`config.mk`:
```
export PLATFORM = sky130hd
export DESIGN_NAME = pong_match_ctrl
export DESIGN_NICKNAME = d
export VERILOG_FILES = /design/src/rtl/pong_match_ctrl.sv
export SDC_FILE = /design/constraint.sdc
export NUM_CORES = 1
export LEC_CHECK = 0
export ABC_AREA = 0
export BUFFER_PORTS_ARGS = -buffer_cell sky130_fd_sc_hd__buf_2
export CORE_MARGIN = 1
export CORE_UTILIZATION = 63
export CTS_BUF_LIST = sky130_fd_sc_hd__clkbuf_4 sky130_fd_sc_hd__clkbuf_8 sky130_fd_sc_hd__clkbuf_16
export DETAILED_ROUTE_END_ITERATION = 12
export PLACE_DENSITY = 0.94
export SYNTH_ARGS = -nofsm -noshare
export SYNTH_HDL_FRONTEND = slang
export SYNTH_SLANG_ARGS = --single-unit
```
`constraint.sdc`:
```
create_clock -name clk -period 5.55 [get_ports clk]
set_clock_uncertainty 0.15 [all_clocks]
set_input_delay 0.2775 -clock clk [delete_from_list [all_inputs] [get_ports clk]]
set_output_delay 0.2775 -clock clk [all_outputs]
set_load 0.05 [all_outputs]
```
`src/rtl/pong_match_ctrl.sv`:
```
// ============================================================================
// Module   : pong_match_ctrl
// Brief    : Pong match flow and scoring controller (serve, play, point, pause, over).
// Revision : 1.0
// ============================================================================
`default_nettype none

module pong_match_ctrl #(
    parameter int SCORE_W     = 4,
    parameter int WIN_SCORE   = 9,
    parameter int SERVE_TICKS = 60,
    parameter int POINT_TICKS = 30,
    parameter int CNT_W       = 8
) (
    input  logic               clk,
    input  logic               reset,
    input  logic               tick,
    input  logic               start,
    input  logic               pause,
    input  logic               mode_wb2,
    input  logic               score1_evt,
    input  logic               score2_evt,
    output logic [SCORE_W-1:0] score1,
    output logic [SCORE_W-1:0] score2,
    output logic               ball_en,
    output logic               ball_rst,
    output logic               serve_dir,
    output logic               game_over,
    output logic [1:0]         winner,
    output logic [2:0]         state_o
);

    typedef enum logic [2:0] {
        S_IDLE   = 3'd0,
        S_SERVE  = 3'd1,
        S_PLAY   = 3'd2,
        S_POINT  = 3'd3,
        S_PAUSED = 3'd4,
        S_OVER   = 3'd5
    } state_t;

    localparam logic [SCORE_W-1:0] C_SCORE_MAX = '1;
    localparam logic [SCORE_W:0]   C_WIN       = (SCORE_W+1)'(WIN_SCORE);
    localparam logic [CNT_W-1:0]   C_SERVE     = CNT_W'(SERVE_TICKS);
    localparam logic [CNT_W-1:0]   C_POINT     = CNT_W'(POINT_TICKS);

    state_t             r_state;
    state_t             r_ret_state;
    logic [CNT_W-1:0]   r_cnt;
    logic               r_prev1;
    logic               r_prev2;
    logic               r_mode;

    logic               w_rise1;
    logic               w_rise2;
    logic [CNT_W-1:0]   w_cnt_inc;
    logic [SCORE_W-1:0] w_new1;
    logic [SCORE_W-1:0] w_new2;
    logic               w_win1;
    logic               w_win2;

    // Win uses the post-increment score; a pinned (saturated) leader also wins.
    function automatic logic win_test(input logic [SCORE_W-1:0] scorer,
                                      input logic [SCORE_W-1:0] other,
                                      input logic               wb2);
        logic [SCORE_W:0] n;
        logic [SCORE_W:0] o;
        n = {1'b0, scorer};
        o = {1'b0, other};
        win_test = ((n >= C_WIN) && (!wb2 || (n >= o + (SCORE_W+1)'(2))))
                 || ((scorer == C_SCORE_MAX) && (n > o));
    endfunction

    always_comb begin
        w_rise1   = score1_evt & ~r_prev1;
        w_rise2   = score2_evt & ~r_prev2;
        w_cnt_inc = r_cnt + CNT_W'(1);
        w_new1    = (score1 == C_SCORE_MAX) ? score1 : score1 + SCORE_W'(1);
        w_new2    = (score2 == C_SCORE_MAX) ? score2 : score2 + SCORE_W'(1);
        w_win1    = win_test(w_new1, score2, r_mode);
        w_win2    = win_test(w_new2, score1, r_mode);
    end

    assign state_o   = r_state;
    assign ball_en   = (r_state == S_PLAY);
    assign ball_rst  = (r_state != S_PLAY) && (r_state != S_PAUSED);
    assign game_over = (r_state == S_OVER);

    always_ff @(posedge clk or negedge reset) begin
        if (!reset) begin
            r_state     <= S_IDLE;
            r_ret_state <= S_IDLE;
            r_cnt       <= '0;
            r_prev1     <= 1'b0;
            r_prev2     <= 1'b0;
            r_mode      <= 1'b0;
            score1      <= '0;
            score2      <= '0;
            serve_dir   <= 1'b0;
            winner      <= 2'b00;
        end else begin
            // History tracks in every state so a held level never scores later.
            r_prev1 <= score1_evt;
            r_prev2 <= score2_evt;
            case (r_state)
                S_IDLE, S_OVER: begin
                    if (start) begin
                        r_state   <= S_SERVE;
                        score1    <= '0;
                        score2    <= '0;
                        r_cnt     <= '0;
                        r_mode    <= mode_wb2;
                        serve_dir <= 1'b0;
                        winner    <= 2'b00;
                    end
                end
                S_SERVE: begin
                    if (pause) begin
                        r_ret_state <= S_SERVE;
                        r_state     <= S_PAUSED;
                    end else if (tick) begin
                        if (w_cnt_inc == C_SERVE) begin
                            r_state <= S_PLAY;
                            r_cnt   <= '0;
                        end else begin
                            r_cnt <= w_cnt_inc;
                        end
                    end
                end
                S_POINT: begin
                    if (pause) begin
                        r_ret_state <= S_POINT;
                        r_state     <= S_PAUSED;
                    end else if (tick) begin
                        if (w_cnt_inc == C_POINT) begin
                            r_state <= S_SERVE;
                            r_cnt   <= '0;
                        end else begin
                            r_cnt <= w_cnt_inc;
                        end
                    end
                end
                S_PLAY: begin
                    if (pause) begin
                        r_ret_state <= S_PLAY;
                        r_state     <= S_PAUSED;
                    end else if (w_rise1 && w_rise2) begin
                        r_state <= S_POINT;
                        r_cnt   <= '0;
                    end else if (w_rise1) begin
                        score1    <= w_new1;
                        serve_dir <= 1'b1;
                        r_cnt     <= '0;
                        if (w_win1) begin
                            r_state <= S_OVER;
                            winner  <= 2'b01;
                        end else begin
                            r_state <= S_POINT;
                        end
                    end else if (w_rise2) begin
                        score2    <= w_new2;
                        serve_dir <= 1'b0;
                        r_cnt     <= '0;
                        if (w_win2) begin
                            r_state <= S_OVER;
                            winner  <= 2'b10;
                        end else begin
                            r_state <= S_POINT;
                        end
                    end
                end
                S_PAUSED: begin
                    if (pause) begin
                        r_state <= r_ret_state;
                    end
                end
                default: r_state <= S_IDLE;
            endcase
        end
    end

endmodule

`default_nettype wire

```
==> results of run 1 <==
[final cells by class]
cell class	count	area [sq um]
inverter	23	86.3
timing repair buffer	28	160
multi-input combinational	203	1390
tap	46	57.6
sequential	27	676
fill	273	942
clock buffer	4	30.0
[cells in the mapped netlist, types with 3 or more instances]
| cell | n |
|---|---|
| a21o_1 | 3 |
| nor2b_1 | 6 |
| clkbuf_1 | 5 |
| nand4_1 | 5 |
| nand2b_1 | 7 |
| o21ai_0 | 18 |
| xor2_1 | 4 |
| nand2_1 | 27 |
| dfrtp_1 | 27 |
| xnor2_1 | 5 |
| a21oi_1 | 12 |
| a41oi_1 | 3 |
| ha_1 | 18 |
| o21a_1 | 4 |
| o31ai_1 | 7 |
| nand3_1 | 11 |
| nor2_1 | 17 |
| nor3_1 | 5 |
| a31oi_1 | 8 |
| inv_1 | 23 |
[logic make-up (layout without fill, tap and decap cells)]
family	count (synthesis)	count (layout)
AO/OA/AOI/OAI	79	79
adder cells (fa/ha/maj)	18	18
flip-flops	27	27
multiplexers	3	3
AND/OR/NAND/NOR	94	94
buffers and inverters	31	55
XOR/XNOR	9	9
[what timing repair did]
action	CTS	global route
resized for setup	0	0
endpoints found under the hold margin	29	1
hold buffers	3	1
setup endpoints to repair	0	0
[worst reg2reg max path: cells and delay by family (launching register included)]
kind	cells	cell delay (ns)
AOI/OAI and AO/OA	6	1.54
buffers and inverters	1	0.13
and+or+nand+nor	1	0.11
DFF	1	0.49
adders and majority gates	2	0.59
[per-layer routing]
metal,wire length (um),track usage [%],up-vias,part of all wire [%]
met4,79,7.79,0,1.6
met3,249,5.54,8,5.1
met5,0,0,-,0
met1,2250,38.1,945,46
met2,2310,43.5,73,47
li1,-,-,1002,-
[registers in the layout, indices dropped and copies added, names as in the netlist]
name and cells:
score1 4, score2 4, r_ret_state 2, serve_dir 1, winner 2, r_prev2 1
state_o 3, r_mode 1, r_prev1 1, r_cnt 8
[per-stage QoR]
stage	cell area [sq um]	instances	setup slack (ns)	power [mW]
floorplan	2190	261	2.49	0.766
global placement	2320	323	2.56	0.854
detailed placement	2320	323	2.49	0.876
CTS	2380	330	2.46	0.969
global route	2390	331	2.19	1.05
finish	2390	331	2.45	0.976
[path summary, 6_finish.rpt]
check,startpoint,endpoint,slack (ns),cells past startpoint
worst max-delay path,score1[0],state_o[1],2.45,10
worst min-delay path,pause,state_o[2],0.26,3
worst max register to register,score1[0],state_o[1],2.45,10
worst min register to register,r_ret_state[0],r_ret_state[0],0.35,2
max in group asynchronous,reset,score2[0],4.52,2
min in group asynchronous,reset,r_cnt[6],0.33,2
[power groups by stage]
stage	combinational, mW	clock [mW]	sequential (mW)
floorplan	0.415	0	0.350
global placement	0.528	0	0.326
detailed placement	0.546	0	0.329
CTS	0.552	0.0919	0.326
global route	0.614	0.0989	0.338
finish	0.556	0.0910	0.329
==> metrics.cfg, run 1 <==
[global_route]
antenna_found_initial = 0
grt.total_usage_pct = 27.4
gr-total-overflow = 0
first_global_vias = 1780
grt_pass1_wl_um = 7650
grt_max_degree = 28

[setup_path]
max_stage_delay_ns = 0.50
path_buf_inv = 1
cp_max_fo = 7
end_kind = flop
arrival_ns = 3.18
cp-start-kind = flop
path_cells = ha_1, o21ai_0, inv_1, ha_1, o21a_1, o21a_1, o2111ai_1, a211oi_1, nor4b_1, a211o_1
required_ns = 5.63
slowest_stage = o21ai_0
critical_path_class = flop to flop
critPathTopFamily = compound AO/OA/AOI/OAI gates

[placement]
place_hpwl_um = 3620
gp_congestion = 0.868
portBuffers = 24

[timing]
finalHoldViolations = 0
setup_viol = 0
slew_violations = 0
fmax_mhz = 323
rsz0062_at_grt = false
min_period_over_period_pct = 55.8
worstMarginPinSlew_ns = 0.785
min_period_ns = 3.10
whs_ns = 0.257
relSlewSlack_pct = 47.7
setup_tns_ns = 0

[synthesis]
postSynthAreaPerCell_sq_um = 8.39
synth_cells = 261
synthMuxAreaShare_pct = 1.43
syn_nets = 287
synth_top_area_share_pct = 30.9
yosysUniqueCellTypes = 57
synth_top_family_by_area = compound AO/OA/AOI/OAI gates
synthSimpleGateAreaFrac_pct = 22.3
synth_edf_count = 0
synthesis.area_sq_um = 2190
synth_compound_area_share_pct = 25.7
synth_seq_area_share_pct = 30.9
synth_ff_type = dfrtp_1
ys_ff_latch = 27
synth_xor_area_share_pct = 3.60
synth_fa_ha_area_share_pct = 10.3
yosys-top-cells-area = dfrtp_1 (31%), ha_1 (10%), nand2_1 (4.6%)
yosys_warnings = 0
synth-async-reset-ratio_pct = 100
synth_top_area_cell = dfrtp_1

[pwr]
swShare_pct = 51.6
pwr-share-comb_pct = 57.0
p_per_area_nw_per_um2 = 407
vdd_drop_max_mv = 0.274
leakagePower_nw = 1.15
p_sw_uw = 504
intPower_uw = 472
p_seq_share_pct = 33.7
p_clk_share_pct = 9.3

[layout]
drive_gt1_share_pct = 13.0
num_antenna_cells = 0
layout_common_cells = nand2_1 (27), dfrtp_1 (27), buf_2 (24)
fin_util_pct = 71.8
syn2layout_area_growth_pct = 9.37
nets = 312

[route]
wl_um = 4890
drc = 0
detail-route-antenna-nets = 0
drt_pass1_iterations = 5
vias = 2028
routedWlPerCell_um = 14.8
vias_per_cell = 6.13
drt_iter0_drc = 146

[clock_tree]
post_cts_buffers = 0
clockRootBuffer = clkbuf_4
clock_latency_ns = 0.32
clock-sinks = 27
cts_tree = yes
cts_max_level = 1
cts_buffers = 3
clkSlewWorstSetupHoldPaths_ns = 0.14
cts.path.max_buffers = 2

[floorplanning]
io_pins = 25
rows = 21
die_y_um = 61.0
core_area_sq_um = 3340
initial_core_util_pct = 65.6
die_w_um = 61.0
die_area_sq_um = 3720

[flow_run]
max-cap-violations = 0

[run_status]
status = finished, final reports clean

[worst_hold_path]
hold_path.class = input pin to flop

Note: power is estimated with default switching activity, not from simulation.
==> inputs of run 2 (changes only) <==
--- a/config.mk
+++ b/config.mk
@@ -8,10 +8,10 @@
 export ABC_AREA = 0
 export BUFFER_PORTS_ARGS = -buffer_cell sky130_fd_sc_hd__buf_2
 export CORE_MARGIN = 1
-export CORE_UTILIZATION = 63
+export CORE_UTILIZATION = 53
 export CTS_BUF_LIST = sky130_fd_sc_hd__clkbuf_4 sky130_fd_sc_hd__clkbuf_8 sky130_fd_sc_hd__clkbuf_16
 export DETAILED_ROUTE_END_ITERATION = 12
-export PLACE_DENSITY = 0.94
+export PLACE_DENSITY = 0.85
 export SYNTH_ARGS = -nofsm -noshare
 export SYNTH_HDL_FRONTEND = slang
 export SYNTH_SLANG_ARGS = --single-unit
==> constraint.sdc (replaced) <==
create_clock -name clk -period 2.8 [get_ports clk]
set_clock_uncertainty 0.15 [all_clocks]
set_input_delay 0.14 -clock clk [delete_from_list [all_inputs] [get_ports clk]]
set_output_delay 0.14 -clock clk [all_outputs]
set_load 0.05 [all_outputs]
==> run 2 against run 1 <==
Against the previous run:
- register-to-register slack worse by 2.4 ns
- sequential share of layout area is 3.0 points lower
- critical path depth is 2 higher
- first-iteration DRC count is 51% lower
- sequential power is 89% higher
- worst setup slack worse by 2.4 ns
- worst hold slack worse by 0.091 ns
- cell count is 5.1% higher
- cell area is 13% higher
- fmax is 12% higher
- count of clock-buffer cells in the layout is 1 lower
- critical path type unchanged
- critical endpoint unchanged
- largest cell class unchanged
- largest power group unchanged
==> metrics.cfg, run 2 (synthesized netlist as in run 1, its figures left out) <==
[run_status]
status = finished, final reports clean  ; unchanged

[setup_path]
cp-start-kind = flop  ; unchanged
r2r_setup_slack_ns = 0.04  ; was 2.45 ns
cp_max_fo = 6  ; was 7
required_ns = 2.81  ; was 5.63 ns
path_cells = inv_1, ha_4, nand2_2, o21ai_4, ha_4, nor2b_1, o21a_1, o21a_1, o2111ai_2, a211oi_2, nor4b_2, a211o_1  ; was ha_1, o21ai_0, inv_1, ha_1, o21a_1, o21a_1, o2111ai_1, a211oi_1, nor4b_1, a211o_1
rr_worst_depth = 12  ; was 10
critPathTopFamily = compound AO/OA/AOI/OAI gates  ; unchanged
arrival_ns = 2.77  ; was 3.18 ns
worstReg2RegEnd = state_o[1]  ; unchanged
r2r-start = score1[0]  ; unchanged
max_stage_delay_ns = 0.48  ; was 0.50 ns
critical_path_class = flop to flop  ; unchanged
path_buf_inv = 1  ; unchanged
slowest_stage = dfrtp_2  ; was o21ai_0
end_kind = flop  ; unchanged

[timing]
whs_ns = 0.167  ; was 0.257 ns
min_period_over_period_pct = 98.5  ; was 55.8%
setup_viol = 0  ; unchanged
relSlewSlack_pct = 45.0  ; was 47.7%
finalHoldViolations = 0  ; unchanged
worstMarginPinSlew_ns = 0.825  ; was 0.785 ns
fmax_mhz = 362  ; was 323 MHz
slew_violations = 0  ; unchanged
min_period_ns = 2.76  ; was 3.10 ns

[layout]
drive_gt1_share_pct = 26.7  ; was 13.0%
design_area_sq_um = 2700  ; was 2390 sq um
final_common_cell = nand2_1
biggestRegsByFlops = r_cnt: 8 flops, score1: 4 flops, score2: 4 flops  ; unchanged
finalNonFillerCells = 348  ; was 331
nets = 327  ; was 312
largest_reg_flops = 8  ; unchanged
num_antenna_cells = 0  ; unchanged
layout_common_cells = nand2_1 (26), buf_2 (24), dfrtp_1 (22)  ; was nand2_1 (27), dfrtp_1 (27), buf_2 (24)
syn2layout_area_growth_pct = 23.5  ; was 9.37%
top_register = r_cnt  ; unchanged

[pwr]
p_per_area_nw_per_um2 = 807  ; was 407 nW/um^2
vdd_drop_max_mv = 0.568  ; was 0.274 mV
total_power_mw = 2.18  ; was 976 uW
leakagePower_nw = 1.24  ; was 1.15 nW

[placement]
place_hpwl_um = 3850  ; was 3620 um
portBuffers = 24  ; unchanged
dpl_cell_area_sq_um = 2430  ; was 2320 sq um
place_inst = 336  ; was 323
gp_congestion = 0.855  ; was 0.868

[route]
wl_um = 5430  ; was 4890 um
vias = 2096  ; was 2028
detail-route-antenna-nets = 0  ; unchanged
routedWlPerCell_um = 15.6  ; was 14.8 um
vias_per_cell = 6.02  ; was 6.13
drt_pass1_iterations = 4  ; was 5
drc = 0  ; unchanged
drt_iter0_drc = 71  ; was 146

[clock_tree]
cts_buffers = 3  ; unchanged
cts.path.max_buffers = 2  ; unchanged
cts_max_level = 1  ; unchanged
clock-sinks = 27  ; unchanged
cts_tree = yes  ; unchanged
clockRootBuffer = clkbuf_8  ; was clkbuf_4
clock_latency_ns = 0.28  ; was 0.32 ns
clkSlewWorstSetupHoldPaths_ns = 0.09  ; was 0.14 ns

[global_route]
grt.total_usage_pct = 24.8  ; was 27.4%
grt_use_met1_pct = 31.4  ; was 38.1%
busiest_layer = met2  ; unchanged
grt_max_degree = 28  ; unchanged
first_global_vias = 1908  ; was 1780
antenna_found_initial = 0  ; unchanged
met3_usage_pct = 2.07  ; was 5.54%
use_met2_pct = 44.5  ; was 43.5%
grt_pass1_wl_um = 8330  ; was 7650 um
gr-total-overflow = 0  ; unchanged

[floorplanning]
initial_core_util_pct = 57.6  ; was 65.6%
rows = 22  ; was 21
core_area_sq_um = 3800  ; was 3340 sq um
die_w_um = 66.3  ; was 61.0 um
die_area_sq_um = 4390  ; was 3720 sq um
io_pins = 25  ; unchanged
die_y_um = 66.3  ; was 61.0 um

[worst_hold_path]
holdPathEnd = state_o[2]  ; unchanged
hold_path_depth = 3  ; unchanged
hold_path.class = input pin to flop  ; unchanged
hp-start = pause  ; unchanged

[flow_run]
max-cap-violations = 0  ; unchanged

run 2: cell types whose count changed in the layout (fill, tap and decap cells not counted), moves of 3 or more:
cell      change
o21ai_0       -3
dfrtp_2       +5
clkbuf_8      +3
clkbuf_4      -4
dfrtp_1       -5
ha_1          -4
ha_4          +4
buf_4        +15
run 2: report_power, final:
group	total (mW)	internal (mW)	switching [mW]
Clock	0.223	0.0999	0.123
Combinational	1.34	0.527	0.811
Sequential	0.622	0.474	0.148
run 2: cell type report:
type | instances | area [sq um]
Clock inverter | 1 | 5.00
Sequential cell | 27 | 682
Fill cell | 297 | 1090
Timing Repair Buffer | 43 | 273
Multi-Input combinational cell | 203 | 1560
Inverter | 23 | 86.3
Clock buffer | 3 | 41.3
Tap cell | 48 | 60.1
run 2: worst max-delay path by stage:
stage | from | endpoint | slack, ns | cells after the start
after floorplan | score1[2] | state_o[1] | 0.004 | 11
after global placement | score1[0] | state_o[1] | 0.07 | 12
after detailed placement | score1[0] | state_o[1] | 0.004 | 12
after CTS | score2[0] | state_o[1] | 0.001 | 11
after global routing | score1[0] | state_o[1] | -0.08 | 12
final | score1[0] | state_o[1] | 0.04 | 12
run 2: metal layers:
metal / up-vias / wire length (um)
met5: - / 0
met4: 0 / 91
met3: 9 / 172
met2: 55 / 2770
met1: 995 / 2390
li1: 1037 / -
run 2: timing repair:
action	CTS	global route
gates resized for setup	1	26
setup buffers	0	4
endpoints found under the hold margin	30	0
pin swaps	0	5
hold buffers	4	0
setup endpoints to repair	1	4
run 2: through the flow:
step | util [%] | TNS, ns | setup WS [ns]
global placement | 64.0 | 0 | 0.0677
global route | 71.2 | -0.0875 | -0.0815
detailed placement | 64.0 | 0 | 0.00393
CTS | 66.4 | 0 | 0.00137
finish | 71.2 | 0 | 0.0409
floorplan | - | 0 | 0.00386
run 2: worst register-to-register path, stage by stage (launching register included):
cell       delay [ns]
dfrtp_2          0.48
inv_1            0.14
ha_4             0.22
nand2_2          0.07
o21ai_4          0.08
ha_4             0.27
nor2b_1          0.12
o21a_1           0.12
o21a_1           0.12
o2111ai_2        0.13
a211oi_2         0.36
nor4b_2          0.10
a211o_1          0.29
